==> config.mk <==
export PLATFORM = sky130hd
export DESIGN_NAME = shared_imm_gen_ctrl
export DESIGN_NICKNAME = d
export VERILOG_FILES = /design/src/rtl/shared_imm_gen_ctrl.sv
export SDC_FILE = /design/constraint.sdc
export NUM_CORES = 1
export LEC_CHECK = 0
export ABC_CLOCK_PERIOD_IN_PS = 2000
export BUFFER_PORTS_ARGS = -buffer_cell sky130_fd_sc_hd__buf_2
export CAP_MARGIN = 30
export CORE_UTILIZATION = 45
export DETAILED_ROUTE_END_ITERATION = 8
export PLACE_DENSITY = 0.76
export SLEW_MARGIN = 15
export SYNTH_ARGS = -nofsm -noshare
export SYNTH_HDL_FRONTEND = slang
export SYNTH_SLANG_ARGS = --single-unit
==> constraint.sdc <==
create_clock -name CLK -period 2 [get_ports CLK]
set_clock_uncertainty 0.2 [all_clocks]
set_input_delay 0.2 -clock CLK [delete_from_list [all_inputs] [get_ports CLK]]
set_output_delay 0.2 -clock CLK [all_outputs]
set_load 0.01 [all_outputs]
==> src/rtl/shared_imm_gen_ctrl.sv <==
// Two-requester immediate generator: round-robin arbitration into one shared
// decode/extend path, with a one-entry EMPTY/FULL response register.
module shared_imm_gen_ctrl (
   input  logic        CLK,
   input  logic        Reset,
   input  logic        ReqA_Valid,
   input  logic [31:0] ReqA_Instr,
   output logic        ReqA_Ready,
   input  logic        ReqB_Valid,
   input  logic [31:0] ReqB_Instr,
   output logic        ReqB_Ready,
   output logic        Rsp_Valid,
   input  logic        Rsp_Ready,
   output logic [63:0] Rsp_Imm,
   output logic [1:0]  Rsp_Type,
   output logic        Rsp_Src,
   output logic        Rsp_Illegal,
   output logic [15:0] GrantCntA,
   output logic [15:0] GrantCntB
);

   typedef enum logic {
      S_EMPTY = 1'b0,
      S_FULL  = 1'b1
   } state_t;

   localparam logic [1:0] TYPE_I   = 2'b00;
   localparam logic [1:0] TYPE_D   = 2'b01;
   localparam logic [1:0] TYPE_B   = 2'b10;
   localparam logic [1:0] TYPE_CBZ = 2'b11;

   state_t      state_q, state_d;
   logic [63:0] imm_q, imm_d;
   logic [1:0]  type_q, type_d;
   logic        src_q, src_d;
   logic        illegal_q, illegal_d;
   logic        last_grant_q, last_grant_d;
   logic [15:0] cnt_a_q, cnt_a_d;
   logic [15:0] cnt_b_q, cnt_b_d;

   logic        rsp_hs;
   logic        can_accept;
   logic        grant_b;
   logic        xfer_a, xfer_b, xfer;
   logic [31:0] sel_instr;
   logic [63:0] dec_imm;
   logic [1:0]  dec_type;
   logic        dec_illegal;

   // With both valid, the requester that did not win last time goes next.
   assign grant_b    = (ReqA_Valid && ReqB_Valid) ? ~last_grant_q : ReqB_Valid;
   assign rsp_hs     = (state_q == S_FULL) && Rsp_Ready;
   assign can_accept = ~Reset && ((state_q == S_EMPTY) || rsp_hs);
   assign ReqA_Ready = can_accept && ~grant_b;
   assign ReqB_Ready = can_accept && grant_b;
   assign xfer_a     = ReqA_Valid && ReqA_Ready;
   assign xfer_b     = ReqB_Valid && ReqB_Ready;
   assign xfer       = xfer_a || xfer_b;
   assign sel_instr  = grant_b ? ReqB_Instr : ReqA_Instr;

   // NOTE: every always_comb output gets a default first so no path can infer a latch.
   always_comb begin
      dec_imm     = 64'd0;
      dec_type    = TYPE_I;
      dec_illegal = 1'b0;
      if (sel_instr[31:26] == 6'b000101) begin
         dec_imm  = {{36{sel_instr[25]}}, sel_instr[25:0], 2'b00};
         dec_type = TYPE_B;
      end else if (sel_instr[31:24] == 8'b1011_0100) begin
         dec_imm  = {{43{sel_instr[23]}}, sel_instr[23:5], 2'b00};
         dec_type = TYPE_CBZ;
      end else if (sel_instr[31:21] == 11'b11111000010 ||
                   sel_instr[31:21] == 11'b11111000000) begin
         dec_imm  = {{55{sel_instr[20]}}, sel_instr[20:12]};
         dec_type = TYPE_D;
      end else if (sel_instr[31:22] inside {10'b1001000100, 10'b1011000100,
                                            10'b1101000100, 10'b1111000100,
                                            10'b1001001000, 10'b1011001000,
                                            10'b1101001000}) begin
         dec_imm  = {52'd0, sel_instr[21:10]};
         dec_type = TYPE_I;
      end else begin
         dec_illegal = 1'b1;
      end
   end

   always_comb begin
      state_d      = state_q;
      imm_d        = imm_q;
      type_d       = type_q;
      src_d        = src_q;
      illegal_d    = illegal_q;
      last_grant_d = last_grant_q;
      cnt_a_d      = cnt_a_q;
      cnt_b_d      = cnt_b_q;
      if (xfer) begin
         state_d      = S_FULL;
         imm_d        = dec_imm;
         type_d       = dec_type;
         src_d        = xfer_b;
         illegal_d    = dec_illegal;
         last_grant_d = xfer_b;
         if (xfer_a && cnt_a_q != 16'hFFFF) cnt_a_d = cnt_a_q + 16'd1;
         if (xfer_b && cnt_b_q != 16'hFFFF) cnt_b_d = cnt_b_q + 16'd1;
      end else if (rsp_hs) begin
         state_d = S_EMPTY;
      end
   end

   // NOTE: sequential state uses non-blocking assignments so every flop samples pre-edge values.
   always_ff @(posedge CLK) begin
      if (Reset) begin
         state_q      <= S_EMPTY;
         imm_q        <= 64'd0;
         type_q       <= TYPE_I;
         src_q        <= 1'b0;
         illegal_q    <= 1'b0;
         last_grant_q <= 1'b1;
         cnt_a_q      <= 16'd0;
         cnt_b_q      <= 16'd0;
      end else begin
         state_q      <= state_d;
         imm_q        <= imm_d;
         type_q       <= type_d;
         src_q        <= src_d;
         illegal_q    <= illegal_d;
         last_grant_q <= last_grant_d;
         cnt_a_q      <= cnt_a_d;
         cnt_b_q      <= cnt_b_d;
      end
   end

   assign Rsp_Valid   = (state_q == S_FULL);
   assign Rsp_Imm     = imm_q;
   assign Rsp_Type    = type_q;
   assign Rsp_Src     = src_q;
   assign Rsp_Illegal = illegal_q;
   assign GrantCntA   = cnt_a_q;
   assign GrantCntB   = cnt_b_q;

endmodule

### After elaboration in Yosys (flattened, before gate mapping)

Cells that the tools add are included.

* register bits: 102
* input port bits: 69
* output and inout port bits: 103
* word-level logic and storage cells: 58

* $add $sub $neg: 2
* equal/unequal tests: 13
* muxes and demuxes: 15
* bitwise gates (word level): 4
* reductions and logical operators: 16

Operators by type and width (count)
* two-way mux 64 bit: 3
* == test 10 bit, second input constant: 7
* adder 16 x 1 -> 16 bit, second input constant: 2
* two-way mux 32 bit: 1
* inequality test 16 bit, second input constant: 2
* == test 11 bit, second input constant: 2
* two-way mux 12 bit: 1
* logical AND 1 bit: 9
* == test 8 bit, second input constant: 1
* two-way mux 1 bit: 8
* nonzero test 7 bit: 1
* == test 6 x 3 -> 1 bit, second input constant: 1
* two-way mux 2 bit: 2
* NOT 1 bit: 4
* AND reduction 2 bit: 2
* logical OR 1 bit: 3
* nonzero test 2 bit: 1

### Depth between registers and ports, before layout

Gate-level depths: netlist of run 1.

* word-level depth: 9
* depth in mapped cells: 8
* depth with buffers taken out: 6

### Worst setup path before layout of run 1

Ideal clock, no wire load.

* kind: flip-flop to flip-flop
* from: reg cnt_b_q[2] (netlist: GrantCntB[2])
* to: reg cnt_b_q[15] (netlist: GrantCntB[15])
* library setup time: 0.123 ns
* data arrival time: 1.762 ns
* required time: 1.677 ns
* setup slack: -0.085 ns
* cell stages (with the launch flop): 6
* path buffers: 0
* period minus slack after synthesis: 2.085 ns
* path through: dfxtp_1 > nand4_1 > nor4_2 > nor4_1 > nand3_1 > mux2_1

* word-level cells in the longest chain between the ends: 3
* elaborated cells between the ends (all ways): 4
* classes of those cells: add/sub (1); eq/ne (1); reduce/logical (2)

RTL lines
* start: declaration: line 39 `logic [15:0] cnt_b_q, cnt_b_d;`
* start signal: assignment: line 129 `cnt_b_q <= cnt_b_d;`
* branches (longest 3 deep; another with adder 16 x 1 -> 16 bit)

Several ways; the timed one is not identified.
A chain may end at the register's enable or synchronous reset.

### Final worst setup path of run 1

* from: reg last_grant_q
* to: reg imm_q[12] (netlist: Rsp_Imm[12])

* word-level cells in the longest chain between the ends: 8
* elaborated cells between the ends (all ways): 17
* classes of those cells: eq/ne (4); mux (5); bitwise (2); reduce/logical (6)

RTL lines
* start: declaration: line 37 `logic last_grant_q, last_grant_d;`
* start signal: assignment: line 127 `last_grant_q <= last_grant_d;`
* NOT 1 bit *: line 51 `assign grant_b = (ReqA_Valid && ReqB_Valid) ? ~last_grant_q : ReqB_Valid;`
* two-way mux 1 bit *: line 51
* two-way mux 32 bit: line 59 `assign sel_instr = grant_b ? ReqB_Instr : ReqA_Instr;`
* == test 11 bit (on tied branches): line 72, 73
* logical OR 1 bit: line 72 `end else if (sel_instr[31:21] == 11'b11111000010 ||`
* two-way mux 64 bit: line 72
* two-way mux 64 bit: line 69 `end else if (sel_instr[31:24] == 8'b1011_0100) begin`
* two-way mux 64 bit: line 66 `if (sel_instr[31:26] == 6'b000101) begin`
* end signal: assignment: line 123 `imm_q <= imm_d;`
* end: declaration: line 33 `logic [63:0] imm_q, imm_d;`

Every way passes the cells marked *; elsewhere a longest branch is shown, timed or not.

==> results of run 1 <==
routing by layer:
| metal | track usage | up-vias | wire length (µm) |
|---|---|---|---|
| met5 | 0 | - | 0 |
| li1 | - | 2512 | - |
| met3 | 0.0548 | 46 | 1180 |
| met1 | 0.434 | 2550 | 7400 |
| met2 | 0.562 | 284 | 8230 |
| met4 | 0.136 | 0 | 476 |
final cells by class:
| cell class | count | area [µm²] | share of cell area |
|---|---|---|---|
| timing repair buffer | 284 | 1760 | 0.272 |
| tap | 129 | 161 | 0.0250 |
| multi-input combinational | 419 | 2910 | 0.452 |
| inverter | 13 | 48.8 | 0.00757 |
| sequential | 66 | 1330 | 0.206 |
| clock inverter | 6 | 115 | 0.0179 |
| clock buffer | 10 | 128 | 0.0198 |
power by group through the flow:
stage / combinational (mW) / sequential [mW] / clock, mW
3_5_place_dp: 0.727 / 1.42 / 0
2_1_floorplan: 0.359 / 1.45 / 0
5_1_grt: 0.855 / 1.40 / 1.49
3_3_place_gp: 0.719 / 1.42 / 0
6_report: 0.804 / 1.39 / 1.41
4_1_cts: 0.749 / 1.39 / 1.42
what timing repair did:
item                                    4_1_cts  5_1_grt
endpoints found under the hold margin         2        0
endpoints found under the setup margin       31       35
hold buffers                                  2        0
pin swaps                                     2       10
gates resized for setup                      21       37
buffers inserted                              0        3
cloned                                        1        0
state kept, by name, summed over array words and instances (netlist names):
| signal | count |
|---|---|
| GrantCntB | 16 |
| Rsp_Illegal | 1 |
| Rsp_Imm | 28 |
| Rsp_Valid | 1 |
| GrantCntA | 16 |
| Rsp_Src | 1 |
| Rsp_Type | 2 |
| last_grant_q | 1 |
critical path, cell delays in order, from the launching register on:
cell and delay [ps]:
dfxtp_4 380, a21boi_4 160, buf_12 160, nor3_1 60, buf_4 150, nor2_4 170
buf_6 150, buf_6 100, o22ai_1 80, a211oi_2 270
cell families after synthesis:
| group | Yosys count | share of synthesized area |
|---|---|---|
| adder cells (fa/ha/maj) | 2 | 0.00571 |
| XOR/XNOR | 20 | 0.0400 |
| multiplexers | 11 | 0.0254 |
| flip-flops | 66 | 0.301 |
| AO/OA/AOI/OAI | 123 | 0.213 |
| buffers and inverters | 78 | 0.102 |
| AND/OR/NAND/NOR | 262 | 0.313 |
path summary, 6_finish.rpt:
check | cells after the start | endpoint | slack (ps)
max | 9 | Rsp_Imm[12] | 0.7
min | 3 | Rsp_Imm[5] | 20
max reg2reg | 9 | Rsp_Imm[12] | 0.7
min reg2reg | 2 | Rsp_Imm[2] | 260
cell usage in the layout, fill, tap and decap left out, types with 6 or more instances in the layout:
cell / count
buf_2: 171
buf_4: 101
nand2_1: 79
dfxtp_1: 65
nor2_1: 50
nand3_1: 22
nand4_1: 16
a21oi_1: 15
xnor2_1: 15
inv_1: 13
nor3_1: 13
a211oi_1: 13
o21ai_0: 11
mux2i_1: 10
o22ai_1: 10
clkbuf_8: 9
buf_6: 9
nand2b_1: 7
and4_1: 7
nor3_2: 6
o221ai_1: 6
or3_1: 6
==> results.md, run 1 <==
- Nets@finish: 864
- Synth unique cells: 76
- Share of cells above drive strength 1: 0.436
- Post-Syn Area: about 4400 µm²
- Share of total power in the clock network: 0.391
- Dominant cells by area after synthesis: dfxtp_1, nand2_1, buf_4
- Vias per cell: around 5.8
- Final Hold Fails: 0
- Sw Pwr: approximately 1.1 mW
- GPL Wtd Cong: between 1 and 1.5
- Detailed-route via count: about 5400
- Slew HR: 0.671
- Final WS setup: between 0.7 and 0.8 ps
- Number of flops mapped to enable cells by yosys: 0
- Worst VDD drop: approximately 0.0006 V
- Period utilization: 1.00
- Most frequent cell after synthesis: nand2_1
- Launch point of the worst reg-to-reg path: last_grant_q
- Maxcap violations: 0
- Gate power share: 0.223
- Sw frac: 0.296
- Number of antenna violations at the first check in global routing: 0
- Cts bufs inserted: 9
- Setup total negative slack: 0 ps
- Vias in the first global route: roughly 5000
- Status: complete, no violations
- Core Area: around 9300 µm²
- Final instance area: 6440 µm²
- Power Total: around 3.6 mW
- Area Overhead vs Synth: 47.0%
- H-tree Lvls: 3
- Die area: 10100 µm²
- Crit path max fanout: 13
- Syn. warnings: 0
- Setup Viol. Count Final: 0
- Final max-slew violation count: 0
- WP data required: a little over 2000 ps
- Unrepaired setup endpoints after global routing: true
- Synth top area share: 0.301
- GRT Util Overall: 0.337
- Most frequent cells after synthesis: nand2_1, dfxtp_1, nor2_1
- Drt total wl: 17.3 mm
- Largest net degree at the start of global routing: 38
- Hold Path Class: in -> reg
- Dominant synthesized flop cell: dfxtp_1
- Worst-Margin Slew: ~480 ps
- Clock Sinks: 66
- Fill cells: around 800
- Max clock buf depth: 2
- Setup crit end kind: register
- Syn nets: 633
- Cells after synthesis: about 560
- DRC: 0
- Placement Setup Slack: -282 ps
- CP Data Arrival Time: about 2000 ps
- WL per Instance: between 15 and 20 µm
- Worst skew pair latency: 350 ps
- Leakage: a little under 3 nW
- Die width: 101 µm
- CTS tree: done
- Fin cells: 927
- #FFs+latches synth: 66
- Type of origin of the critical path: register
- Row count: 35
- Initial DRC Count: 358
- CTS Root Buffer Type: clkbuf_8
- Synth area leader: dfxtp_1
- Async set-reset flop share out of synthesis: 0
- Overflow after GRT: 0
- PortBufs: 171
- Diode count: 0
- Post-Place Cells: approximately 900
- Final core utilization: 0.691
- Post-route minimum period: about 2000 ps
- Critical path startpoint: last_grant_q
- Hpwl dp: ~13 mm
- Worst hold slack: roughly 24 ps
- Sequential fraction of the synthesis area: 0.301
- Fmax: roughly 0.5 GHz
- Pint: around 2.5 mW
- Post-DP Area: between 5000 and 6000 µm²
- IO Pins: approximately 170
- Critical path class: reg -> reg
- Seq pwr share: 0.386
- First-pass GRT wire length: 26.2 mm
- Mean Syn Cell Area: slightly below 8 µm²
- Initial Util: 0.470
- First-pass DRT Iterations: 5
- PD cells: 559 nW/µm²
- Reg clk slew, reported paths: roughly 80 ps
- Post-route antenna net violation count: 0
- Hold Startpoint: ReqB_Instr[15]
- Die height: around 100 µm
No activity file was read; power rests on OpenSTA's default activity.
==> run 2: changes to the inputs <==
--- a/config.mk
+++ b/config.mk
@@ -10,6 +10,7 @@
 export CAP_MARGIN = 30
 export CORE_UTILIZATION = 45
 export DETAILED_ROUTE_END_ITERATION = 8
+export GPL_TIMING_DRIVEN = 0
 export PLACE_DENSITY = 0.76
 export SLEW_MARGIN = 15
 export SYNTH_ARGS = -nofsm -noshare
==> results.md, run 2 (same netlist as run 1, synthesis figures left out) <==
- Status: finished, violations left (was complete, no violations)
- Failing checks: negative setup slack
- Nets@finish: 842 (was 864)
- Crit path max fanout: 8 (was 13)
- WL per Instance: 19.2 µm (was 18.7 µm)
- DRC: 0 (unchanged)
- Fmax: 0.489 GHz (was 0.500 GHz)
- Post-DP Area: 5410 µm² (was 5840 µm²)
- Vias per cell: 5.97 (was 5.82)
- First-pass DRT Iterations: 7 (was 5)
- Setup crit end kind: register (unchanged)
- PD cells: 536 nW/µm² (was 559 nW/µm²)
- GRT Util Overall: 0.336 (was 0.337)
- CTS Root Buffer Type: clkbuf_8 (unchanged)
- Unrepaired setup endpoints after global routing: true (unchanged)
- Detailed-route via count: 5404 (was 5392)
- Max clock buf depth: 2 (unchanged)
- Setup Viol. Count Final: 9 (was 0)
- Hpwl dp: 12.9 mm (was 13.3 mm)
- Crit-path cells: a21bo_4 > buf_8 > nand2_2 > a31oi_1 > a311o_1 > a2111oi_1 (was a21boi_4 > buf_12 > nor3_1 > buf_4 > nor2_4 > buf_6 > buf_6 > o22ai_1 > a211oi_2)
- Die area: 10100 µm² (unchanged)
- Worst-Margin Slew: 624 ps (was 480 ps)
- CP peak stage delay: 390 ps (was 380 ps)
- Initial Util: 0.470 (unchanged)
- Critical path class: reg -> reg (unchanged)
- Leakage: 2.75 nW (was 2.89 nW)
- Die width: 101 µm (unchanged)
- Row count: 35 (unchanged)
- Delay-heaviest family, CP: compound AO/OA/AOI/OAI gates (was buffers and inverters)
- Final WS setup: -45.8 ps (was 0.708 ps)
- Number of antenna violations at the first check in global routing: 0 (unchanged)
- PortBufs: 171 (unchanged)
- GPL Wtd Cong: 0.928 (was 1.05)
- Post-route antenna net violation count: 0 (unchanged)
- Crit-path slowest cell: a2111oi_1 (was dfxtp_4)
- Worst hold slack: 23.1 ps (was 23.6 ps)
- Slew HR: 0.584 (was 0.671)
- Maxcap violations: 0 (unchanged)
- Fill cells: 844 (was 798)
- Type of origin of the critical path: register (unchanged)
- Reg clk slew, reported paths: 80 ps (about the same)
- Commonest cells after routing, fill and taps aside: buf_2, nand2_1, buf_4 (was buf_2, buf_4, nand2_1)
- Final max-slew violation count: 0 (unchanged)
- H-tree Lvls: 3 (unchanged)
- Crit path buffers/inverters: 1 (was 4)
- Worst VDD drop: 0.000465 V (was 0.000590 V)
- First-pass GRT wire length: 26.1 mm (was 26.2 mm)
- Drt total wl: 17.4 mm (was 17.3 mm)
- Area Overhead vs Synth: 43.6% (was 47.0%)
- Max reg flops: 28 (unchanged)
- Initial DRC Count: 370 (was 358)
- Final Hold Fails: 0 (unchanged)
- Clock Sinks: 66 (unchanged)
- Share of cells above drive strength 1: 0.428 (was 0.436)
- Power Total: 3.37 mW (was 3.60 mW)
- CP Data Arrival Time: 2080 ps (was 2040 ps)
- Cts bufs inserted: 9 (unchanged)
- Final instance area: 6290 µm² (was 6440 µm²)
- Period utilization: 1.02 (was 1.00)
- Vias in the first global route: 4869 (was 5021)
- Hold Path Class: in -> reg (unchanged)
- CTS tree: done (unchanged)
- IO Pins: 172 (unchanged)
- WP data required: 2030 ps (was 2050 ps)
- Overflow after GRT: 0 (unchanged)
- Post-route minimum period: 2050 ps (was 2000 ps)
- Most common cell after layout, fill and taps aside: buf_2 (unchanged)
- Core Area: 9330 µm² (unchanged)
- Die height: 101 µm (unchanged)
- Diode count: 0 (unchanged)
- Worst skew pair latency: 350 ps (about the same)
- Largest net degree at the start of global routing: 39 (was 38)
==> run 2: cell count changes in the layout (fill, tap and decap cells not counted), moves of 3 or more <==
cell      previous run  this run
o221ai_2             1         4
buf_8                0         4
buf_4              101        64
buf_2              171       174
dfxtp_1             65        62
clkbuf_2             0         3
nand2_2              1         4
nand2_1             79        76
buf_6                9         5
dfxtp_2              0         3
clkbuf_1             1         9
o221ai_1             6         3
==> run 2: worst reg2reg max path: stages (launching register included) <==
cell	delay (ps)
dfxtp_4	360
a21bo_4	240
buf_8	150
nand2_2	180
a31oi_1	60
a311o_1	360
a2111oi_1	390
==> run 2: cell type report <==
| cell class | instances | area [µm²] | area share |
|---|---|---|---|
| multi-input cells | 418 | 3000 | 0.476 |
| plain buffers | 61 | 463 | 0.0736 |
| inverters | 13 | 48.8 | 0.00775 |
| clock inverters | 4 | 51.3 | 0.00815 |
| well taps | 129 | 161 | 0.0256 |
| clock buffers | 12 | 145 | 0.0231 |
| repair buffers | 202 | 1100 | 0.175 |
| flip-flops and latches | 66 | 1330 | 0.211 |
==> run 2: repair_timing <==
action                                  4_1_cts  5_1_grt
pin swaps                                    14       18
hold buffers                                  2        0
resized for setup                            72       40
setup buffers                                12       15
endpoints found under the setup margin       91       49
endpoints found under the hold margin         2        0
==> run 2: metrics by stage <==
step | worst slack, ps | utilization | TNS (ps) | cells
after floorplan | 1.90 | - | 0 | 562
after global placement | -1030 | 0.580 | -27380 | 862
after detailed placement | -1050 | 0.580 | -24330 | 863
after CTS | -44.3 | 0.645 | -125 | 890
after global routing | -107 | 0.675 | -1040 | 905
final | -45.8 | 0.675 | -172 | 905
==> run 2: per-layer routing <==
metal	share of wire	track usage
met1	0.41	0.430
met2	0.48	0.563
met3	0.089	0.0638
met4	0.025	0.118
met5	0	0
==> run 2: report_power, final <==
part | internal (mW) | switching, mW
Clock | 0.612 | 0.551
Sequential | 1.36 | 0.0420
Combinational | 0.347 | 0.461
Total | 2.32 | 1.05
==> run 2: final timing paths <==
kind	startpoint	endpoint	cells past startpoint	slack [ps]
max reg2reg	last_grant_q	Rsp_Imm[6]	6	-50
min	ReqB_Instr[1]	Rsp_Imm[3]	3	20
min reg2reg	Rsp_Imm[2]	Rsp_Imm[2]	2	250
max	last_grant_q	Rsp_Imm[6]	6	-50
==> run 3: changes to the inputs <==
--- a/config.mk
+++ b/config.mk
@@ -8,6 +8,7 @@
 export ABC_CLOCK_PERIOD_IN_PS = 2000
 export BUFFER_PORTS_ARGS = -buffer_cell sky130_fd_sc_hd__buf_2
 export CAP_MARGIN = 30
+export CORE_ASPECT_RATIO = 0.7
 export CORE_UTILIZATION = 45
 export DETAILED_ROUTE_END_ITERATION = 8
 export GPL_TIMING_DRIVEN = 0
==> results.md, run 3 (same netlist as run 1, synthesis figures left out) <==
- Detailed-route via count: 5561 (was 5404)
- Final max-slew violation count: 0 (unchanged)
- Crit-path slowest cell: or4_4 (was a2111oi_1)
- Final WS setup: -120 ps (was -45.8 ps)
- Sw Pwr: 1.20 mW (was 1.05 mW)
- Initial DRC Count: 482 (was 370)
- WL per Instance: 20.8 µm (was 19.2 µm)
- Crit-path cells: a21bo_4 > buf_12 > or4_4 > buf_8 > nor4_4 > xnor2_1 > nor2_1 (was a21bo_4 > buf_8 > nand2_2 > a31oi_1 > a311o_1 > a2111oi_1)
- Final Hold Fails: 0 (unchanged)
- Die width: 120 µm (was 101 µm)
- Nets@finish: 847 (was 842)
- Placement Setup Slack: -757 ps (was -1050 ps)
- Diode count: 0 (unchanged)
- Largest net degree at the start of global routing: 39 (unchanged)
- CTS Root Buffer Type: clkbuf_16 (was clkbuf_8)
- Final core utilization: 0.731 (was 0.675)
- Gate power share: 0.211 (was 0.239)
- Initial Util: 0.474 (was 0.470)
- Sw frac: 0.289 (was 0.312)
- Overflow after GRT: 0 (unchanged)
- H-tree Lvls: 3 (unchanged)
- WP data required: 2010 ps (was 2030 ps)
- Crit path max fanout: 8 (unchanged)
- Post-DP Area: 5410 µm² (about the same)
- Drt total wl: 18.8 mm (was 17.4 mm)
- CP Data Arrival Time: 2130 ps (was 2080 ps)
- Unrepaired setup endpoints after global routing: true (unchanged)
- Core Area: 9250 µm² (was 9330 µm²)
- Period utilization: 1.06 (was 1.02)
- Leakage: 2.89 nW (was 2.75 nW)
- Maxcap violations: 0 (unchanged)
- Setup Viol. Count Final: 18 (was 9)
- Setup crit end kind: register (unchanged)
- PortBufs: 171 (unchanged)
- Status: finished, violations left (unchanged)
- Post-route antenna net violation count: 0 (unchanged)
- GPL Wtd Cong: 0.941 (was 0.928)
- Share of total power in the clock network: 0.451 (was 0.345)
- Pint: 2.96 mW (was 2.32 mW)
- Seq pwr share: 0.338 (was 0.416)
- Max clock buf depth: 2 (unchanged)
- Reg clk slew, reported paths: 60 ps (was 80 ps)
- Area Overhead vs Synth: 54.3% (was 43.6%)
- Die height: 84.6 µm (was 101 µm)
- Share of cells above drive strength 1: 0.472 (was 0.428)
- Row count: 29 (was 35)
- Max reg flops: 28 (unchanged)
- Cts bufs inserted: 9 (unchanged)
- Number of antenna violations at the first check in global routing: 0 (unchanged)
- CP peak stage delay: 480 ps (was 390 ps)
- Type of origin of the critical path: register (unchanged)
- Clock Sinks: 66 (unchanged)
- Worst VDD drop: 0.000581 V (was 0.000465 V)
- Fmax: 0.472 GHz (was 0.489 GHz)
- IO Pins: 172 (unchanged)
- Final instance area: 6760 µm² (was 6290 µm²)
- Commonest cells after routing, fill and taps aside: buf_2, nand2_1, buf_4 (unchanged)
- PD cells: 616 nW/µm² (was 536 nW/µm²)
- Post-route minimum period: 2120 ps (was 2050 ps)
- Most common cell after layout, fill and taps aside: buf_2 (unchanged)
- Worst skew pair latency: 340 ps (was 350 ps)
- First-pass GRT wire length: 27.8 mm (was 26.1 mm)
- CTS tree: done (unchanged)
- Worst-Margin Slew: 839 ps (was 624 ps)
- Critical path class: reg -> reg (unchanged)
- Hold Path Class: in -> reg (unchanged)
- Hpwl dp: 13.1 mm (was 12.9 mm)
- Vias in the first global route: 5003 (was 4869)
- GRT Util Overall: 0.359 (was 0.336)
- Die area: 10100 µm² (about the same)
- DRC: 0 (unchanged)
- Fill cells: 689 (was 844)
- First-pass DRT Iterations: 8 (was 7)
- Vias per cell: 6.14 (was 5.97)
- Failing checks: negative setup slack (unchanged)
- Slew HR: 0.429 (was 0.584)
run 3: power groups by stage:
stage,Combinational (mW),Clock [mW],Sequential (mW)
floorplan,0.359,0,1.45
finish,0.878,1.88,1.41
global placement,0.691,0,1.43
CTS,0.765,1.86,1.41
detailed placement,0.695,0,1.43
global route,0.930,1.94,1.41
run 3: through the flow:
step / setup TNS (ps) / power (mW) / hold WS (ps) / std cells
final: -858 / 4.16 / 22.7 / 905
after global placement: -29740 / 2.12 / 239 / 857
after CTS: -464 / 4.03 / 0.419 / 889
after detailed placement: -21750 / 2.13 / 243 / 858
after floorplan: 0 / 1.81 / 150 / 562
after global routing: -2410 / 4.28 / 34.9 / 905
run 3: final timing paths:
check | cells after the start | slack (ps) | start | to
worst max register to register | 7 | -120 | last_grant_q | GrantCntB[9]
worst max-delay path | 7 | -120 | last_grant_q | GrantCntB[9]
worst min-delay path | 3 | 20 | ReqB_Valid | Rsp_Valid
worst min register to register | 2 | 260 | Rsp_Imm[4] | Rsp_Imm[4]
run 3: cell type report:
class	count	area, µm²	share of cell area
plain buffers	61	469	0.0694
repair buffers	207	1180	0.175
clock buffers	10	229	0.0339
flip-flops and latches	66	1330	0.197
inverters	13	48.8	0.00722
clock inverters	6	115	0.0170
well taps	124	155	0.0229
multi-input cells	418	3240	0.479
run 3: worst max-delay path: cells and delay by family, from the launching register on:
kind	cells	cell delay [ps]
buf+inv	2	300
simple gates	3	700
compound gates	1	240
flops	1	360
xor+xnor	1	170
run 3: what timing repair did:
item                       in CTS  in global routing
hold endpoints to repair        2                  0
resized for setup              73                 94
hold buffers                    2                  0
gates cloned                    1                  0
setup endpoints to repair      91                 52
buffers inserted               15                 18
pin swaps                       7                 38
run 3: metal layers:
layer	global-route usage	vias to the layer above	wire, µm
li1	-	2487	-
met1	0.485	2598	7750
met2	0.520	425	8040
met3	0.137	51	2470
met4	0.124	0	548
met5	0	-	0
